File: src/rtl/instr_fetch_unit_pkg.sv
// Shared definitions for the instruction fetch stage: FSM state encoding,
// default geometry and timeout limits.
package instr_fetch_unit_pkg;

  localparam int DEF_ADDR_W  = 16;
  localparam int DEF_DATA_W  = 16;
  localparam int DEF_PC_INC  = 2;
  localparam int DEF_TIMEOUT = 15;
  localparam int CNT_W       = 8;

  typedef enum logic [1:0] {
    ST_IDLE  = 2'd0,
    ST_REQ   = 2'd1,
    ST_WAIT  = 2'd2,
    ST_DRAIN = 2'd3
  } fetch_state_t;

  // The timeout window is TIMEOUT cycles, so the counter fires one below it.
  function automatic logic [CNT_W-1:0] terminal_count(input int timeout);
    return CNT_W'(timeout - 1);
  endfunction

endpackage

File: src/rtl/fetch_timeout_counter.sv
// Saturating 8-bit cycle counter with clear/enable; flags when the count has
// reached the terminal value.
module fetch_timeout_counter
  import instr_fetch_unit_pkg::*;
(
  input  logic             clk,
  input  logic             reset,
  input  logic             clear,
  input  logic             enable,
  input  logic [CNT_W-1:0] terminal,
  output logic             expired
);

  logic [CNT_W-1:0] count;

  // NOTE: sequential state is written with <= so every register samples the
  // pre-edge values, independent of process ordering in simulation.
  always_ff @(posedge clk) begin
    if (reset) begin
      count <= '0;
    end else if (clear) begin
      count <= '0;
    end else if (enable && (count != '1)) begin
      count <= count + 1'b1;
    end
  end

  assign expired = (count >= terminal);

endmodule

File: src/rtl/instr_fetch_unit.sv
// Multi-cycle instruction fetch: valid/ready read of instruction memory into
// the IR, sequential next-PC candidate, flush, timeout and misalignment fault.
module instr_fetch_unit
  import instr_fetch_unit_pkg::*;
#(
  parameter int ADDR_W  = DEF_ADDR_W,
  parameter int DATA_W  = DEF_DATA_W,
  parameter int PC_INC  = DEF_PC_INC,
  parameter int TIMEOUT = DEF_TIMEOUT
) (
  input  logic              CLK,
  input  logic              Reset,
  input  logic [ADDR_W-1:0] input_PC,
  input  logic              input_fetch_start,
  input  logic              input_flush,
  input  logic              input_mem_ready,
  input  logic              input_mem_rvalid,
  input  logic [DATA_W-1:0] input_mem_rdata,
  output logic              output_mem_req,
  output logic [ADDR_W-1:0] output_mem_addr,
  output logic [DATA_W-1:0] output_IR,
  output logic [ADDR_W-1:0] output_PCplus,
  output logic              output_fetch_done,
  output logic              output_busy,
  output logic              output_fault
);

  fetch_state_t state, state_next;

  logic go;
  logic launch;
  logic misalign;
  logic capture;
  logic set_fault;
  logic cnt_clear;
  logic cnt_en;
  logic expired;

  assign go = input_fetch_start && !input_flush && !output_fault;

  fetch_timeout_counter u_timeout (
    .clk      (CLK),
    .reset    (Reset),
    .clear    (cnt_clear),
    .enable   (cnt_en),
    .terminal (terminal_count(TIMEOUT)),
    .expired  (expired)
  );

  always_ff @(posedge CLK) begin : fsm_state
    if (Reset) begin
      state <= ST_IDLE;
    end else begin
      state <= state_next;
    end
  end

  // NOTE: every variable assigned in a combinational block gets a default on
  // entry, so no path leaves it unassigned and no latch is inferred.
  always_comb begin : fsm_next
    state_next = state;
    case (state)
      ST_IDLE: begin
        if (go && !input_PC[0]) state_next = ST_REQ;
      end
      ST_REQ: begin
        if (input_mem_ready && input_mem_rvalid) begin
          state_next = ST_IDLE;
        end else if (input_mem_ready) begin
          state_next = input_flush ? ST_DRAIN : ST_WAIT;
        end else if (input_flush || expired) begin
          state_next = ST_IDLE;
        end
      end
      ST_WAIT: begin
        if (input_mem_rvalid) begin
          state_next = ST_IDLE;
        end else if (input_flush) begin
          state_next = ST_DRAIN;
        end else if (expired) begin
          state_next = ST_IDLE;
        end
      end
      ST_DRAIN: begin
        if (input_mem_rvalid || expired) state_next = ST_IDLE;
      end
      default: state_next = ST_IDLE;
    endcase
  end

  // Entering DRAIN restarts the counter so the abandoned read gets a full window.
  always_comb begin : fsm_outputs
    launch    = 1'b0;
    misalign  = 1'b0;
    capture   = 1'b0;
    set_fault = 1'b0;
    cnt_clear = 1'b0;
    cnt_en    = 1'b0;
    case (state)
      ST_IDLE: begin
        launch    = go && !input_PC[0];
        misalign  = go && input_PC[0];
        cnt_clear = go && !input_PC[0];
      end
      ST_REQ: begin
        cnt_en    = 1'b1;
        capture   = input_mem_ready && input_mem_rvalid && !input_flush;
        set_fault = !input_mem_ready && !input_flush && expired;
        cnt_clear = input_mem_ready && !input_mem_rvalid && input_flush;
      end
      ST_WAIT: begin
        cnt_en    = 1'b1;
        capture   = input_mem_rvalid && !input_flush;
        set_fault = !input_mem_rvalid && !input_flush && expired;
        cnt_clear = !input_mem_rvalid && input_flush;
      end
      ST_DRAIN: begin
        cnt_en = 1'b1;
      end
      default: ;
    endcase
  end

  // NOTE: there is no storage array here, so every register is cleared by
  // Reset; a late rvalid after Reset lands in IDLE and is ignored.
  always_ff @(posedge CLK) begin : datapath
    if (Reset) begin
      output_mem_req    <= 1'b0;
      output_mem_addr   <= '0;
      output_IR         <= '0;
      output_PCplus     <= '0;
      output_fetch_done <= 1'b0;
      output_fault      <= 1'b0;
    end else begin
      output_mem_req    <= (state_next == ST_REQ);
      output_fetch_done <= capture;
      if (launch) begin
        output_mem_addr <= input_PC;
      end
      if (capture) begin
        output_IR     <= input_mem_rdata;
        output_PCplus <= output_mem_addr + ADDR_W'(PC_INC);
      end
      if (misalign || set_fault) begin
        output_fault <= 1'b1;
      end
    end
  end

  assign output_busy = (state != ST_IDLE);

endmodule
File: config.mk
export PLATFORM = sky130hd
export DESIGN_NAME = instr_fetch_unit
export DESIGN_NICKNAME = d
export VERILOG_FILES = /design/src/rtl/instr_fetch_unit_pkg.sv /design/src/rtl/fetch_timeout_counter.sv /design/src/rtl/instr_fetch_unit.sv
export SDC_FILE = /design/constraint.sdc
export NUM_CORES = 1
export LEC_CHECK = 0
export BUFFER_PORTS_ARGS = -buffer_cell sky130_fd_sc_hd__buf_4
export CAP_MARGIN = 20
export CORE_MARGIN = 2
export CORE_UTILIZATION = 45
export DETAILED_ROUTE_END_ITERATION = 12
export PLACE_DENSITY = 0.71
export SLEW_MARGIN = 10
export SYNTH_ARGS = -nofsm -noshare
export SYNTH_HDL_FRONTEND = slang
export SYNTH_SLANG_ARGS = --single-unit
File: constraint.sdc
create_clock -name CLK -period 1.6 [get_ports CLK]
set_input_delay 0.16 -clock CLK [delete_from_list [all_inputs] [get_ports CLK]]
set_output_delay 0.16 -clock CLK [all_outputs]
set_load 0.005 [all_outputs]
-- Yosys cells after proc, flatten, opt, wreduce, memory -nomap -nowiden
Cells that the tools add are included.
- $add $sub $neg: 2
- magnitude comparators: 1
- eq/ne operators: 5
- mux-type cells: 16
- reduce and logical (&&, ||, !) cells: 27
- operators with widths (cell ; count):
    $add 16x2->16 const B ; 1
    $mux 2 ; 8
    $logic_and 1x1->1 ; 15
    $add 8x1->8 const B ; 1
    $ge 8x4->1 const B ; 1
    $ne 8x8->1 const B ; 1
    $pmux 2 s4 ; 1
    $logic_not 1->1 ; 5
    $eq 2x1->1 const B ; 2
    $eq 2x2->1 const B ; 2
    $mux 1 ; 4
    $pmux 1 s2 ; 2
    $logic_or 1x1->1 ; 3
    $pmux 1 s3 ; 1
    $reduce_or 3->1 ; 1
    $logic_not 2->1 ; 1
    $reduce_bool 2->1 ; 1
    $reduce_or 2->1 ; 1
- flip-flop bits (word level): 61

-- Logic depth before layout (Yosys ltp)
Gate-level depths: netlist of the first run.
- word-level depth: 7
- gate-level depth with buffers: 9
- depth with buffers taken out: 6

-- By module
A second synthesis of the first run with hierarchy kept.
- cell total of the unflattened synthesis: 352
- area total of the unflattened synthesis: 2937.8 µm²
- modules (own cells, without submodules) (module ; times used ; cells an instance ; area an instance (µm²) ; sequential area each (µm²)):
    instr_fetch_unit ; 1 ; 280 ; 2331.0 ; 1061.0
    fetch_timeout_counter ; 1 ; 72 ; 606.8 ; 160.2

-- Worst setup path before layout of the first run
No wires, ideal clock.
- path type: reg-to-reg
- start: reg state[1]
- end: reg output_IR[3]
- library setup time: 0.070 ns
- data arrival time: 1.657 ns
- path slack: -0.127 ns
- cell stages (with the launch flop): 9
- period minus slack after synthesis: 1.727 ns
- path through: dfxtp_1 inv_1 ha_1 nor2b_1 and3_1 buf_2 clkbuf_1 nand2_1 a21oi_1
- word-level cells in the longest chain between the ends: 2
- elaborated cells between the ends (all ways): 3
- those cells by class: eq/ne (2); mux (1)
- ends and longest elaborated chain (element ; line ; source):
    from (decl) ; instr_fetch_unit.sv:28 ; fetch_state_t state, state_next;
    from (signal assigned) ; instr_fetch_unit.sv:54 ; state <= state_next;
    $eq 2x2->1 or $eq 2x1->1 (tied branches) ; instr_fetch_unit.sv:99 ; case (state)
    $pmux 1 s2 (*) ; instr_fetch_unit.sv:99 ;
    to (signal assigned) ; instr_fetch_unit.sv:141 ; output_IR <= input_mem_rdata;
    to (decl) ; instr_fetch_unit.sv:21 ; output logic [DATA_W-1:0] output_IR,
Mark *: on every way between the ends. The rest lies on a longest branch, timed or not.
A chain may end at the register's enable or synchronous reset.

-- Final worst setup path of the first run
- start: reg state[0]
- end: reg output_PCplus[11]
- word-level cells in the longest chain between the ends: 2
- elaborated cells between the ends (all ways): 3
- those cells by class: eq/ne (2); mux (1)
- ends and longest elaborated chain (element ; line ; source):
    $eq 2x2->1 or $eq 2x1->1 (tied branches) ; instr_fetch_unit.sv:99 ;
    $pmux 1 s2 (*) ; instr_fetch_unit.sv:99 ;
    to (signal assigned) ; instr_fetch_unit.sv:142 ; output_PCplus <= output_mem_addr + ADDR_W'(PC_INC);
    to (decl) ; instr_fetch_unit.sv:22 ; output logic [ADDR_W-1:0] output_PCplus,
Marks and branches as above.

==> results by group, run 1 <==
Synth
  – Area contributors post-synth: dfxtp_1 (45%), nand2_1 (10%), a21oi_1 (7.2%)
  – Register area share after synthesis: 45.25%
  – Main combinational cell family by area after synthesis: simple AND/OR/NAND/NOR gates
  – Post-synth EDFFs: 0
  – #FFs+latches synth: 61
  – Most common cell in the synthesized netlist: nand2_1
  – Synth Area in Compound Gates: 17.94%
  – Top cell type's share of synthesized area: 45.25%
  – Mapped cell area: 2699 um^2
  – Mux cell area share after synthesis: 0%
  – Commonest cells post-synth: nand2_1 (73), dfxtp_1 (61), a21oi_1 (39)
  – Avg Synthesized Cell Area: 8.381 um^2
  – Synthesis warning total: 0
  – Unique masters post-synth: 48
  – Top cell type by total area after synthesis: dfxtp_1
  – Predominant post-synthesis flop cell: dfxtp_1
  – Async SR Flop Fraction: 0%
  – Synth Area in Adders: 3.245%
  – Xor and xnor area share after synthesis: 5.192%
  – Syn Nets: 367
  – Post-Synthesis Cells: 322
  – Simple-Gate Fraction of Synth Area: 24.25%

Setup path
  – Req. time, crit path: 1.87 ns
  – CP Class: flop to flop
  – Startpoint Class: flop
  – Worst setup EP type: flop
  – Data arrival time of the worst path: 1.97 ns
  – Crit path max fanout: 6

Min path
  – Type of the worst min-delay path: primary input to flop

Pwr
  – Internal cell power: 2.783 mW
  – Seq pwr share: 43.7%
  – PD cells: 814.1 nW/um^2
  – Sw frac: 22.81%
  – Power share of the clock group: 46.2%
  – Leakage: 1.710 nW
  – Combinational Power Share: 10.1%
  – Sw power: 0.8225 mW
  – Peak supply drop: 0.6146 mV

Clock tree
  – Clock transition at path regs: 0.07 ns
  – Hold_buf cts: 0
  – Deepest clock path buffer count: 2
  – # clock sinks: 61
  – Root Buffer: clkbuf_8
  – CTS tree: yes
  – H-tree lvl count: 3
  – Worst-skew pair later-pin latency: 0.35 ns
  – CTS Buf Count: 9

Timing
  – FMAX: 587.8 MHz
  – Final setup viols: 21
  – Slew Limit Fails: 0
  – RSZ-0062 raised after global routing: true
  – Final setup margin: -0.1013 ns
  – Fin Setup TNS: -0.7236 ns
  – Period utilization: 106.3%
  – Least-Margin Pin Slew: 0.4704 ns
  – Max_slew headroom: 68.64%
  – Final Hold Viols: 0
  – Worst-case clock skew: 0.009205 ns
  – Final min period: 1.701 ns

Finish
  – Final #Nets: 488
  – Area Overhead vs Synth: 64.12%
  – Fin util: 75.71%
  – # fillers: 423
  – Layout cells sized above 1: 50.00%
  – N_diodes: 0

Global routing
  – Largest net degree at the start of global routing: 35
  – Initial antenna violation count: 0
  – GRT Util Overall: 22.81%
  – Overflow after GRT: 0
  – First-pass GRT wire length: 11,450 um
  – Vias in the first global route: 2,520

Floorplanning
  – Initial core utilization: 46.13%
  – Ports: 90
  – DIE WIDTH: 81.45 um
  – Core box area: 5851 um^2
  – Row count: 28
  – Die height: 81.45 um
  – Die area: 6633 um^2

Detailed routing
  – Post-route ant nets: 0
  – DRC viols: 0
  – Total wire length: 8537 um
  – Detailed-router iteration count before antenna repair: 7
  – Routed vias/inst: 5.382
  – First DRT Iteration DRCs: 122
  – WL/cell: 16.32 um
  – Vias: 2,815

Placement
  – Port Buffer Count: 89
  – Final GP Congestion: 0.9266
  – DP HPWL: 4974 um
  – Worst slack, placed: -0.04312 ns

Status
  – Failing checks: setup timing
  – Run status: finished, violations left

Job
  – Max Cap Viol: 0
-- registers in the layout, indices dropped and copies added, names as in the netlist --
name,count
output_fetch_done,1
output_PCplus,16
output_mem_addr,16
state,2
u_timeout.count,8
output_fault,1
output_mem_req,1
output_IR,16
-- critical path, cell delays in order, from the launching register on --
cell       delay (ns)
dfxtp_4          0.38
inv_4            0.06
ha_4             0.26
nor2b_4          0.17
and3_4           0.32
clkbuf_16        0.20
nor2_4           0.03
a211oi_2         0.19
-- stage by stage --
stage,instances,instance area [um^2],power [mW],hold WS (ns)
6_report,523,4429,3.606,0.05604
5_1_grt,523,4429,3.711,0.05239
4_1_cts,513,4015,3.545,0.05490
3_5_place_dp,493,3630,1.901,0.4168
3_3_place_gp,493,3630,1.895,0.4093
2_1_floorplan,322,2725,1.727,0.2960
-- power by group through the flow --
stage	logic (mW)	registers (mW)	clock network [mW]
after CTS	0.311	1.57	1.66
after global routing	0.394	1.58	1.74
after detailed placement	0.293	1.61	0
final	0.366	1.58	1.66
after global placement	0.288	1.61	0
after floorplan	0.116	1.61	0
-- final timing paths --
check,startpoint,endpoint,slack (ns),cells past startpoint
max,state[0],output_PCplus[11],-0.10,7
min,input_mem_rdata[14],output_IR[14],0.06,3
max reg2reg,state[0],output_PCplus[11],-0.10,7
min reg2reg,output_IR[4],output_IR[4],0.46,2
-- placed cells by master (no fill, tap or decap), types with 8 or more instances in the layout --
master    netlist  routed
xnor2_1        15      15
a211oi_2        0      15
dfxtp_1        61      59
clkbuf_8        0      13
nand2_1        73      63
nand2_2         0      10
nor2_4          0      10
inv_1          10       8
nor2_1         25      11
a21oi_1        39      29
a21oi_2         1      11
buf_4           0     112
-- cell families after synthesis --
| logic type | count (synthesis) |
|---|---|
| simple gates | 137 |
| flops | 61 |
| compound gates | 74 |
| xor+xnor | 16 |
| buf+inv | 27 |
| fa+ha+maj | 7 |
-- metal layers --
metal	up-vias	global-route usage (%)	wire length, um
met5	-	0	0
met4	0	13.05	233
met3	22	5.824	477
met2	98	38.44	4430
met1	1345	26.17	3395
li1	1350	-	-
-- layout make-up --
cell class / instances / area, um^2 / area share (%)
clock inverters: 3 / 65.06 / 1.469
repair buffers: 126 / 1105 / 24.94
clock buffers: 13 / 178.9 / 4.040
well taps: 75 / 93.84 / 2.119
flip-flops and latches: 61 / 1229 / 27.74
multi-input cells: 235 / 1715 / 38.73
inverters: 10 / 42.54 / 0.9605
-- what timing repair did --
item	CTS	global route
setup endpoints to repair	23	38
pin swaps	5	19
buffers inserted	3	2
cloned	1	8
resized for setup	19	68
No activity file was read; power rests on OpenSTA's default activity.
==> run 2: changes to the inputs <==
BUFFER_PORTS_ARGS = -buffer_cell sky130_fd_sc_hd__clkbuf_2   (was -buffer_cell sky130_fd_sc_hd__buf_4)
==> results by group, run 2 (synthesized netlist as in run 1, its figures left out) <==
Clock tree
  – Worst-skew pair later-pin latency: 0.33 ns (was 0.35 ns)
  – Clock transition at path regs: 0.07 ns (about the same)
  – CTS Buf Count: 9 (unchanged)
  – H-tree lvl count: 3 (unchanged)
  – CTS tree: yes (unchanged)
  – # clock sinks: 61 (unchanged)
  – Deepest clock path buffer count: 2 (unchanged)
  – Root Buffer: clkbuf_8 (unchanged)
  – Hold_buf cts: 0 (unchanged)

Detailed routing
  – Total wire length: 8201 um (was 8537 um)
  – First DRT Iteration DRCs: 146 (was 122)
  – Vias: 2,789 (was 2,815)
  – Detailed-router iteration count before antenna repair: 4 (was 7)
  – Routed vias/inst: 5.343 (was 5.382)
  – WL/cell: 15.71 um (was 16.32 um)
  – DRC viols: 0 (unchanged)
  – Post-route ant nets: 0 (unchanged)

Timing
  – Worst hold margin: 0.03975 ns (was 0.05604 ns)
  – Final min period: 1.685 ns (was 1.701 ns)
  – Period utilization: 105.3% (was 106.3%)
  – Slew Limit Fails: 0 (unchanged)
  – Least-Margin Pin Slew: 0.4280 ns (was 0.4704 ns)
  – FMAX: 593.5 MHz (was 587.8 MHz)
  – Final setup margin: -0.08504 ns (was -0.1013 ns)
  – Worst-case clock skew: 0.006225 ns (was 0.009205 ns)
  – Final Hold Viols: 0 (unchanged)
  – Final setup viols: 33 (was 21)
  – Max_slew headroom: 71.22% (was 68.64%)
  – RSZ-0062 raised after global routing: true (unchanged)
  – Fin Setup TNS: -1.191 ns (was -0.7236 ns)

Global routing
  – First-pass GRT wire length: 11,110 um (was 11,450 um)
  – Met1 usage: 26.10% (was 26.17%)
  – Initial antenna violation count: 0 (unchanged)
  – Overflow after GRT: 0 (unchanged)
  – Global-route met3 utilization: 5.055% (was 5.824%)
  – Largest net degree at the start of global routing: 38 (was 35)
  – Layer with the highest usage: met2 (unchanged)
  – GRT Util Overall: 21.95% (was 22.81%)
  – Vias in the first global route: 2,479 (was 2,520)
  – Met2 Resource Use GR: 36.89% (was 38.44%)

Floorplanning
  – Core box area: 5851 um^2 (unchanged)
  – Die area: 6633 um^2 (unchanged)
  – Die height: 81.45 um (unchanged)
  – Row count: 28 (unchanged)
  – DIE WIDTH: 81.45 um (unchanged)
  – Initial core utilization: 46.13% (unchanged)
  – Ports: 90 (unchanged)

Setup path
  – Worst path bufs/invs: 2 (unchanged)
  – Cell family with most CP delay: compound AO/OA/AOI/OAI gates (was simple AND/OR/NAND/NOR gates)
  – Most frequent CP cell: buf_6
  – Worst-path cell chain: buf_6 > ha_4 > buf_6 > a21oi_4 > or3_4 > a211o_4 > a21oi_2 (was inv_4 > ha_4 > nor2b_4 > and3_4 > clkbuf_16 > nor2_4 > a211oi_2)
  – Biggest cell delay along the critical path: 0.42 ns (was 0.38 ns)
  – Crit path max fanout: 3 (was 6)
  – Startpoint Class: flop (unchanged)
  – Worst path slowest cell: or3_4 (was dfxtp_4)
  – Req. time, crit path: 1.87 ns (about the same)
  – Data arrival time of the worst path: 1.96 ns (was 1.97 ns)
  – CP Class: flop to flop (unchanged)
  – Worst setup EP type: flop (unchanged)

Pwr
  – PD cells: 759.6 nW/um^2 (was 814.1 nW/um^2)
  – Leakage: 1.736 nW (was 1.710 nW)
  – Peak supply drop: 0.4139 mV (was 0.6146 mV)

Job
  – Max Cap Viol: 0 (unchanged)

Finish
  – Fin util: 72.78% (was 75.71%)
  – Most frequent cells in the layout: clkbuf_2 (89), nand2_1 (59), dfxtp_1 (59) (was buf_4 (112), nand2_1 (63), dfxtp_1 (59))
  – Layout cells sized above 1: 50.78% (was 50.00%)
  – Area of the multi-input gates: 1742 um^2 (was 1715 um^2)
  – N_diodes: 0 (unchanged)
  – # fillers: 418 (was 423)
  – Commonest non-fill, non-tap cell in the layout: clkbuf_2 (was buf_4)
  – Final #Nets: 487 (was 488)
  – Reg area: 1226 um^2 (was 1229 um^2)
  – Biggest regs: output_IR (16), output_PCplus (16), output_mem_addr (16) (unchanged)
  – Area Overhead vs Synth: 57.77% (was 64.12%)

Placement
  – Final GP Congestion: 0.8114 (was 0.9266)
  – DP HPWL: 4650 um (was 4974 um)
  – Port Buffer Count: 89 (unchanged)

Min path
  – Type of the worst min-delay path: primary input to flop (unchanged)

Status
  – Run status: finished, violations left (unchanged)
  – Failing checks: setup timing (unchanged)
[run 2: layer usage]
layer  part of all wire [%]  wire [um]
met2                     51       4158
met1                     42       3409
met5                      0          0
met3                    4.2        348
met4                    3.5        284
[run 2: cell type report]
type | count | area share (%)
clock buffer | 13 | 4.202
clock inverter | 3 | 0.4114
inverter | 10 | 1.058
multi-input combinational | 234 | 40.91
sequential | 61 | 28.80
tap | 75 | 2.204
timing repair buffer | 126 | 22.42
[run 2: stage by stage]
stage	setup WS, ns	instances	instance area (um^2)	power [mW]
finish	-0.08504	522	4258	3.234
floorplan	0.003283	322	2725	1.727
detailed placement	-0.08998	490	3397	1.861
global route	-0.1626	522	4258	3.342
global placement	-0.06744	490	3397	1.857
CTS	-0.04590	514	3837	3.178
[run 2: what timing repair did]
item / CTS / global route
endpoints found under the setup margin: 31 / 44
setup buffers: 5 / 3
gates resized for setup: 27 / 74
endpoints found under the hold margin: 0 / 0
pin swaps: 9 / 40
cloned: 3 / 5
[run 2: worst paths after layout]
| path | start | end | slack, ns | cells after the start |
|---|---|---|---|---|
| min | input_mem_rdata[3] | output_IR[3] | 0.04 | 3 |
| min reg2reg | output_IR[13] | output_IR[13] | 0.45 | 2 |
| max | state[1] | output_mem_req | -0.09 | 7 |
| max reg2reg | state[1] | output_mem_req | -0.09 | 7 |
[run 2: worst min-delay path, delay by kind of cell]
kind	cells	cell delay, ns
buf+inv	1	0.08
compound gates	1	0.05
simple gates	1	0.04
[run 2: power breakdown]
part	internal, mW	switching [mW]	total (mW)
Clock	0.726	0.597	1.32
Combinational	0.159	0.174	0.333
Sequential	1.55	0.0315	1.58
